## src/rtl/mem_ctrl_pkg.sv

```systemverilog
// mem_ctrl_pkg
//   Shared definitions for the byte-serial memory arbiter: transfer size
//   codes, FSM state encodings, the default IO-space marker and the helper
//   that turns a size code into a byte count.
package mem_ctrl_pkg;

    // req_size[1:0] encodings; req_size[2] = 1 selects zero extension
    localparam logic [1:0] SZ_WORD = 2'b00;
    localparam logic [1:0] SZ_HALF = 2'b01;
    localparam logic [1:0] SZ_BYTE = 2'b10;
    localparam logic [1:0] SZ_LINE = 2'b11;

    // Controller FSM states
    localparam logic [1:0] ST_IDLE    = 2'd0;
    localparam logic [1:0] ST_XFER    = 2'd1;
    localparam logic [1:0] ST_WAIT_IO = 2'd2;
    localparam logic [1:0] ST_DONE    = 2'd3;

    // Default value of addr[17:16] that selects IO space
    localparam logic [1:0] IO_ADDR_HI = 2'b11;

    // Number of bus bytes a request needs. A line write is not a legal
    // request; it is folded into a word write so the bus never runs past
    // the 32-bit write data.
    function automatic logic [4:0] byte_count(input logic [1:0] sz,
                                              input logic       r_nw,
                                              input logic [4:0] max_bytes);
        logic [4:0] n;
        case (sz)
            SZ_HALF: n = 5'd2;
            SZ_BYTE: n = 5'd1;
            SZ_LINE: n = r_nw ? max_bytes : 5'd4;
            default: n = 5'd4;
        endcase
        return n;
    endfunction

endpackage

```

## src/rtl/mem_arb_grant.sv

```systemverilog
// mem_arb_grant
//   Combinational request arbiter. The search for a requesting port starts
//   at ptr when RR_EN is set (round robin) and at port 0 otherwise (fixed
//   priority, lowest index wins).
// Ports:
//   req      in   NUM_PORTS  request vector
//   ptr      in   PW         round-robin start port (ignored when RR_EN=0)
//   gnt_oh   out  NUM_PORTS  one-hot grant
//   gnt_idx  out  PW         binary index of the granted port
//   gnt_any  out  1          some port is granted
module mem_arb_grant #(
    parameter int NUM_PORTS = 2,
    parameter int PW        = 1,
    parameter bit RR_EN     = 1'b0
) (
    input  logic [NUM_PORTS-1:0] req,
    input  logic [PW-1:0]        ptr,
    output logic [NUM_PORTS-1:0] gnt_oh,
    output logic [PW-1:0]        gnt_idx,
    output logic                 gnt_any
);

    always_comb begin
        int start;
        int p;
        gnt_oh  = '0;
        gnt_idx = '0;
        gnt_any = 1'b0;
        start   = RR_EN ? int'(ptr) : 0;
        p       = 0;
        for (int k = 0; k < NUM_PORTS; k++) begin
            // rotate the search order so it begins at the start port
            p = start + k;
            if (p >= NUM_PORTS) p = p - NUM_PORTS;
            if (!gnt_any && req[p]) begin
                gnt_any   = 1'b1;
                gnt_oh[p] = 1'b1;
                gnt_idx   = PW'(p);
            end
        end
    end

endmodule

```

## src/rtl/mem_arbiter_ctrl.sv

```systemverilog
// mem_arbiter_ctrl
//   Arbitrates NUM_PORTS clients onto one 8-bit RAM/IO bus and serialises
//   byte/half/word/line transfers, with sign/zero extension of read data,
//   stalling of IO-space writes while the IO buffer is full, and a one-cycle
//   completion pulse per port.
//   Build option: define MEM_ARB_RR_EN for round-robin arbitration; left
//   undefined the arbiter is fixed priority (lowest port index wins).
// Ports:
//   clk_in, rst_in   clock, synchronous active-high reset
//   rdy_in           global enable; low freezes all state and outputs
//   mem_read         RAM/IO read byte, valid the cycle after its address
//   mem_write        write byte
//   mem_addr         byte address (0 when the bus is idle)
//   r_nw_out         1 = read, 0 = write (1 when the bus is idle)
//   io_buffer_full   IO output buffer full
//   req_valid/req_addr/req_wdata/req_r_nw/req_size   per-port request
//   resp_valid       one-hot completion pulse
//   resp_data        extended read result, 0 for writes
//   line_data        full line buffer, valid with resp_valid for line reads
//   busy             a transaction is in flight
//   state_dbg        current FSM state (mem_ctrl_pkg ST_* encodings)
//
// Handshake: a client raises req_valid with its fields and holds all of
// them stable until it sees its own resp_valid bit; that pulse both ends the
// transaction and frees the client to drop or replace its request on the
// following cycle. No request is accepted while busy is high.
module mem_arbiter_ctrl #(
    parameter int         NUM_PORTS  = 2,
    parameter int         MAX_BYTES  = 4,
    parameter logic [1:0] IO_ADDR_HI = mem_ctrl_pkg::IO_ADDR_HI
) (
    input  logic                     clk_in,
    input  logic                     rst_in,
    input  logic                     rdy_in,
    input  logic [7:0]               mem_read,
    output logic [7:0]               mem_write,
    output logic [31:0]              mem_addr,
    output logic                     r_nw_out,
    input  logic                     io_buffer_full,
    input  logic [NUM_PORTS-1:0]     req_valid,
    input  logic [NUM_PORTS*32-1:0]  req_addr,
    input  logic [NUM_PORTS*32-1:0]  req_wdata,
    input  logic [NUM_PORTS-1:0]     req_r_nw,
    input  logic [NUM_PORTS*3-1:0]   req_size,
    output logic [NUM_PORTS-1:0]     resp_valid,
    output logic [31:0]              resp_data,
    output logic [8*MAX_BYTES-1:0]   line_data,
    output logic                     busy,
    output logic [1:0]               state_dbg
);
    import mem_ctrl_pkg::*;

    localparam int PW = (NUM_PORTS > 1) ? $clog2(NUM_PORTS) : 1;
`ifdef MEM_ARB_RR_EN
    localparam bit RR_EN = 1'b1;
`else
    localparam bit RR_EN = 1'b0;
`endif

    logic [1:0]             state_q;
    logic [NUM_PORTS-1:0]   gnt_oh_q;
    logic [PW-1:0]          ptr_q;
    logic [31:0]            addr_q;
    logic [31:0]            wdata_q;
    logic                   r_nw_q;
    logic [2:0]             size_q;
    logic [4:0]             n_q;
    logic [4:0]             idx_q;
    logic                   cap_pend_q;
    logic [4:0]             cap_idx_q;
    logic [8*MAX_BYTES-1:0] line_q;

    logic [NUM_PORTS-1:0]   gnt_oh;
    logic [PW-1:0]          gnt_idx;
    logic                   gnt_any;
    logic [PW-1:0]          ptr_nxt;

    mem_arb_grant #(
        .NUM_PORTS (NUM_PORTS),
        .PW        (PW),
        .RR_EN     (RR_EN)
    ) u_grant (
        .req     (req_valid),
        .ptr     (ptr_q),
        .gnt_oh  (gnt_oh),
        .gnt_idx (gnt_idx),
        .gnt_any (gnt_any)
    );

    assign ptr_nxt = (gnt_idx == PW'(NUM_PORTS - 1)) ? '0 : gnt_idx + PW'(1);

    // Fields of the granted port
    logic [31:0] sel_addr;
    logic [31:0] sel_wdata;
    logic        sel_r_nw;
    logic [2:0]  sel_size;

    always_comb begin
        sel_addr  = '0;
        sel_wdata = '0;
        sel_r_nw  = 1'b1;
        sel_size  = '0;
        for (int p = 0; p < NUM_PORTS; p++) begin
            if (gnt_oh[p]) begin
                sel_addr  = req_addr[32*p +: 32];
                sel_wdata = req_wdata[32*p +: 32];
                sel_r_nw  = req_r_nw[p];
                sel_size  = req_size[3*p +: 3];
            end
        end
    end

    // XFER with idx < n issues a byte, unless it is an IO write blocked by
    // a full buffer; a read at idx == n is the final capture-only cycle.
    logic in_xfer;
    logic more;
    logic io_stall;
    logic issue;

    assign in_xfer  = (state_q == ST_XFER);
    assign more     = (idx_q != n_q);
    assign io_stall = in_xfer && more && !r_nw_q && io_buffer_full &&
                      (addr_q[17:16] == IO_ADDR_HI);
    assign issue    = in_xfer && more && !io_stall;

    assign mem_addr  = issue ? addr_q + {27'd0, idx_q} : 32'd0;
    assign r_nw_out  = issue ? r_nw_q : 1'b1;
    assign mem_write = (issue && !r_nw_q) ? wdata_q[{idx_q[1:0], 3'b000} +: 8] : 8'd0;

    always_ff @(posedge clk_in) begin
        if (rst_in) begin
            state_q    <= ST_IDLE;
            gnt_oh_q   <= '0;
            ptr_q      <= '0;
            addr_q     <= '0;
            wdata_q    <= '0;
            r_nw_q     <= 1'b1;
            size_q     <= '0;
            n_q        <= '0;
            idx_q      <= '0;
            cap_pend_q <= 1'b0;
            cap_idx_q  <= '0;
            line_q     <= '0;
        end else if (rdy_in) begin
            // a read byte issued last cycle is on mem_read now
            if (cap_pend_q) line_q[{cap_idx_q, 3'b000} +: 8] <= mem_read;
            cap_pend_q <= issue && r_nw_q;
            cap_idx_q  <= idx_q;

            case (state_q)
                ST_IDLE: begin
                    if (gnt_any) begin
                        gnt_oh_q <= gnt_oh;
                        ptr_q    <= RR_EN ? ptr_nxt : '0;
                        addr_q   <= sel_addr;
                        wdata_q  <= sel_wdata;
                        r_nw_q   <= sel_r_nw;
                        size_q   <= sel_size;
                        n_q      <= byte_count(sel_size[1:0], sel_r_nw, 5'(MAX_BYTES));
                        idx_q    <= '0;
                        line_q   <= '0;
                        state_q  <= ST_XFER;
                    end
                end
                ST_XFER: begin
                    if (!more) begin
                        state_q <= ST_DONE;
                    end else if (io_stall) begin
                        state_q <= ST_WAIT_IO;
                    end else begin
                        idx_q <= idx_q + 5'd1;
                        // writes finish on the last issue; reads drain one more cycle
                        if (!r_nw_q && (idx_q == n_q - 5'd1)) state_q <= ST_DONE;
                    end
                end
                ST_WAIT_IO: begin
                    if (!io_buffer_full) state_q <= ST_XFER;
                end
                default: begin
                    state_q <= ST_IDLE;
                end
            endcase
        end
    end

    assign resp_valid = (state_q == ST_DONE) ? gnt_oh_q : '0;
    assign line_data  = line_q;
    assign busy       = (state_q != ST_IDLE);
    assign state_dbg  = state_q;

    always_comb begin
        resp_data = '0;
        if (state_q == ST_DONE && r_nw_q) begin
            case (size_q[1:0])
                SZ_BYTE: resp_data = {{24{line_q[7] & ~size_q[2]}}, line_q[7:0]};
                SZ_HALF: resp_data = {{16{line_q[15] & ~size_q[2]}}, line_q[15:0]};
                default: resp_data = line_q[31:0];
            endcase
        end
    end

endmodule

```

## config.mk

```make
export PLATFORM = sky130hd
export DESIGN_NAME = mem_arbiter_ctrl
export DESIGN_NICKNAME = d
export VERILOG_FILES = /design/src/rtl/mem_ctrl_pkg.sv /design/src/rtl/mem_arb_grant.sv /design/src/rtl/mem_arbiter_ctrl.sv
export SDC_FILE = /design/constraint.sdc
export NUM_CORES = 1
export LEC_CHECK = 0
export CORE_MARGIN = 2
export CORE_UTILIZATION = 30
export CTS_BUF_LIST = sky130_fd_sc_hd__clkbuf_4 sky130_fd_sc_hd__clkbuf_8
export DETAILED_ROUTE_END_ITERATION = 7
export GPL_ROUTABILITY_DRIVEN = 0
export SLEW_MARGIN = 20
export SYNTH_ARGS = -nofsm -noshare
export SYNTH_HDL_FRONTEND = slang
export SYNTH_SLANG_ARGS = --single-unit
```

## constraint.sdc

```tcl
create_clock -name clk_in -period 7.31 [get_ports clk_in]
set_input_delay 2.193 -clock clk_in [delete_from_list [all_inputs] [get_ports clk_in]]
set_output_delay 2.193 -clock clk_in [all_outputs]
set_load 0.03 [all_outputs]
```

# Yosys cells after proc, flatten, opt, wreduce, memory -nomap -nowiden
# Index checks and enable logic that the tools add are counted.
# Widths: inputs -> output; s select.
[word_totals]
ff_bits = 120
output_inout_bits = 110
[classes]
n_addsub = 4
eq_ne = 15
n_shift = 3
n_mux = 32
bitwise = 3
reduce_logical = 19
[op_table]
columns = ["cell", "n"]
rows = [
  ["$mux 32", 9],
  ["$pmux 32 s2", 1],
  ["$add 32x5->32", 1],
  ["$bwmux 32", 1],
  ["$shift 8x10->32 const A", 1],
  ["$shiftx 32x6->8", 1],
  ["$shiftx 8x10->32", 1],
  ["$mux 5", 3],
  ["$mux 2", 6],
  ["$eq 2x2->1 const B", 5],
  ["$logic_and 1x1->1", 10],
  ["$neg 8->10", 1],
  ["$pmux 5 s2", 1],
  ["$mux 8", 1],
  ["$eq 2x1->1 const B", 3],
  ["$mux 1", 6],
  ["$mux 3", 2],
  ["$ne 2x2->1 const B", 3],
  ["$pmux 2 s3", 1],
  ["$pmux 3 s2", 1],
  ["$add 5x1->5 const B", 1],
  ["$eq 5x5->1", 1],
  ["$ne 5x5->1", 1],
  ["$reduce_and 5->1", 1],
  ["other kinds (10)", 14],
]

# Depth between registers and ports, before layout
[depth]
ltp_word = 9
mapped_depth = 10
depth_no_buf = 8

# Cells and area by module
# A second synthesis with hierarchy kept.
[hier_totals]
hier_cells = 773
hier_area_um2 = 6406.1
[by_module_without_submodules]
columns = ["mod", "n_inst", "cells_each", "area_each_um2", "seq_area_each_um2"]
rows = [
  ["mem_arbiter_ctrl", 1, 769, 6378.6, 2362.3],
  ["mem_arb_grant", 1, 4, 27.5, 0.0],
]

# Least setup slack after synthesis
# No wires, ideal clock.
[synth_path]
path_kind = "input-to-output"
start = "input port io_buffer_full"
end = "output port mem_write[0]"
t_arrival_ns = 3.690
required_ns = 5.117
slack_ns = 1.427
path_stages = 6
path_buffers = 1
cell_sequence = "and4b_1 nor2_1 and2_1 nand2b_1 clkbuf_1 nor2b_1"
[synth_via]
elab_chain_cells = 6
[synth_rtl]
columns = ["element", "line", "rtl"]
rows = [
  ["start, declared", "mem_arbiter_ctrl.sv:39", "input logic io_buffer_full,"],
  ["$logic_and 1x1->1 (2 in a row)", "mem_arbiter_ctrl.sv:122", "assign io_stall = in_xfer && more && !r_nw_q && io_buffer_full &&"],
  ["$logic_not 1->1", "mem_arbiter_ctrl.sv:124", "assign issue = in_xfer && more && !io_stall;"],
  ["$logic_and 1x1->1", "mem_arbiter_ctrl.sv:124", ""],
  ["$logic_and 1x1->1", "mem_arbiter_ctrl.sv:128", "assign mem_write = (issue && !r_nw_q) ? wdata_q[{idx_q[1:0], 3'b000} +: 8] : 8'd0;"],
  ["$mux 8", "mem_arbiter_ctrl.sv:128", ""],
  ["end, declared", "mem_arbiter_ctrl.sv:36", "output logic [7:0] mem_write,"],
]
# No other way between the ends.

# Worst setup path after layout
[layout_path]
start = "input port io_buffer_full"
end = "output port mem_write[4]"
# Same word-level chain as after synthesis.

==> flow_metrics.tcl <==
set metrics [dict create \
    status "finished, final reports clean" \
    io_pins 260 \
    fp.dieW_microns 149 \
    crit_path_end_kind "primary output" \
    insertedDiodeCount 0 \
    synthTopCellsByCount "118 x dfxtp_1, 109 x nor2_1, 69 x nor3_1" \
    cts_buffers 17 \
    synth_edf_count 0 \
    maxSlewViolCount 0 \
    wl_per_cell_microns 17.8 \
    crit_type "primary input to primary output" \
    yosysMostFrequentCell "dfxtp_1" \
    avgSynthCellArea_sq_um 8.37 \
    synth.largest_area_cell "dfxtp_1" \
    clockRootBuffer "clkbuf_8" \
    crit_fanout 9 \
    ant_nets 0 \
    async_flop_share_pct 0 \
    grt_use_total_pct 20.0 \
    nets 1149 \
    grt_max_degree 85 \
    synthTopCellsByArea "dfxtp_1 37%, a221oi_1 9.1%, nor2_1 6.5%, nor3_1 5.4%, a22o_1 4.4%" \
    grt.overflow.total 0 \
    cts_tree "done" \
    start_kind "primary input" \
    finalCriticalPeriod_ns 6.88 \
    grt_pass1_vias 6314 \
    relSlewSlack_pct 37.7 \
    drc 0 \
    fin_util_pct 45.8 \
    drive_gt1_share_pct 7.41 \
    nFillCells 2077 \
    fmax_mhz 145 \
    row_count 53 \
    finClkSkew_ns 0.0156 \
    max_cap_violations 0 \
    start_util_pct 30.4 \
    power_density_nw_per_um2 179 \
    cp.arrival_ns 4.69 \
    holdBufCountCts 0 \
    grt_pass1_wl_microns 34700 \
    cts.sinks 118 \
    synthCells 758 \
    ys_ff_latch 118 \
    h-tree-depth 4 \
    syn-num-nets 922 \
    timing_hold_violations_final 0 \
    netlist_area_sq_um 6340 \
    hpwlAfterDp_microns 16600 \
    synthFlopType "dfxtp_1" \
    ys_types 59 \
    netlist.area_leader.share_pct 37.3 \
    drt-initial-drc-count 426 \
    clkTransAtPathRegs_ns 0.08 \
    dr.pass1.iters 5 \
    vias 6606 \
    rsz0062_at_grt "no" \
    yosysWarnings 0 \
    dieArea_sq_um 22300 \
    antenna_found_initial 0 \
    cts_resized 0 \
    crit_required_ns 5.12 \
    io_buffers 259 \
    coreArea_sq_um 20900 \
    timing.final.crit_share_pct 94.1 \
    tightestPinTransition_ns 0.934 \
    clock_latency_ns 0.44 \
    die_h_microns 149 \
    ys_seq_area_share_pct 37.3 \
    wl_microns 22700 \
    ctsLongestPathBuffers 2 \
    fin_setup_tns_ns 0 \
    ir_worst_vdd_mv 0.105 \
    total_leakage_power_nw 3.28 \
    area_growth_pct 50.7 \
    cts_setup_buffers 0 \
    hold_class "register to register" \
    setup_violations 0 \
    routed_via_density 5.19 \
]
critical path: stages:
cell and delay (ns):
clkdlybuf4s50_1 0.44, and4b_1 0.24, nor2_1 0.21, and2_1 0.23, nand2b_1 0.35, nor2b_1 0.30, clkdlybuf4s50_1 0.71
final timing paths:
kind                                endpoint  depth (start not counted)      startpoint  slack (ns)
worst max-delay path            mem_write[4]                          7  io_buffer_full        0.43
worst min-delay path             gnt_oh_q[1]                          2     gnt_oh_q[1]        0.46
worst max register to register   gnt_oh_q[0]                          6    state_dbg[0]        4.66
worst min register to register   gnt_oh_q[1]                          2     gnt_oh_q[1]        0.46
placed cells by master, fill, tap and decap left out, types with 3 or more instances in the layout:
cell type          n
clkdlybuf4s50_1  257
dfxtp_1          118
nor2_1           109
nor3_1            68
a221oi_1          66
a21oi_1           39
inv_1             35
a22o_1            32
nand2_1           28
xor2_1            23
clkbuf_8          18
nand3_1           14
ha_1              13
o21ai_0           11
buf_4             11
nand4_1           10
nor2b_1           10
and2_1             9
a211oi_1           9
and3_1             8
mux4_2             8
xnor2_1            7
o211ai_1           7
inv_6              7
o31ai_1            6
or4_1              6
mux2i_1            6
or3_1              4
or2_2              4
nand2b_1           3
o21a_1             3
and4_2             3
nor3b_1            3
bufinv_16          3
logic make-up after synthesis:
kind of cell    synth area share, %
simple gates                   23.8
compound gates                 22.1
flops                          37.3
buf+inv                        6.04
xor+xnor                       4.14
mux                            3.79
fa+ha+maj                      2.88
registers in the layout, indices dropped and copies added (netlist names):
signal      count
addr_q         32
cap_idx_q       5
cap_pend_q      1
gnt_oh_q        2
idx_q           5
line_data      32
n_q             3
r_nw_q          1
size_q          3
state_dbg       2
wdata_q        32
final cells by class:
| class | count | area (sq um) | area share, % |
|---|---|---|---|
| timing repair buffer | 270 | 2670 | 27.9 |
| sequential | 118 | 2360 | 24.7 |
| multi-input combinational | 543 | 3620 | 37.9 |
| inverter | 35 | 131 | 1.37 |
| tap | 275 | 344 | 3.60 |
| clock buffer | 18 | 248 | 2.59 |
| clock inverter | 14 | 186 | 1.95 |
through the flow:
stage               std cells  power, mW  hold WS, ns  setup slack, ns  area [sq um]
floorplan                 758      0.910        0.432             1.43          6340
global placement         1241       1.07        0.439            0.484          9110
detailed placement       1241       1.07        0.453            0.421          9120
CTS                      1273       1.73        0.464            0.408          9550
global route             1273       1.79        0.496            0.312          9560
finish                   1273       1.71        0.461            0.431          9560
power breakdown:
part | internal (mW) | switching (mW) | leakage [nW] | total, mW
Sequential | 0.685 | 0.0417 | 0.964 | 0.727
Clock | 0.357 | 0.302 | 0.214 | 0.659
Combinational | 0.157 | 0.170 | 2.10 | 0.328
routing by layer:
layer	global-route usage [%]	share of wire, %	up-vias
met2	32.3	46	240
met4	5.67	1.7	0
met1	26.8	46	3075
li1	-	-	3265
met5	0	0	-
met3	4.46	7.0	26
No activity file was read; power rests on OpenSTA's default activity.
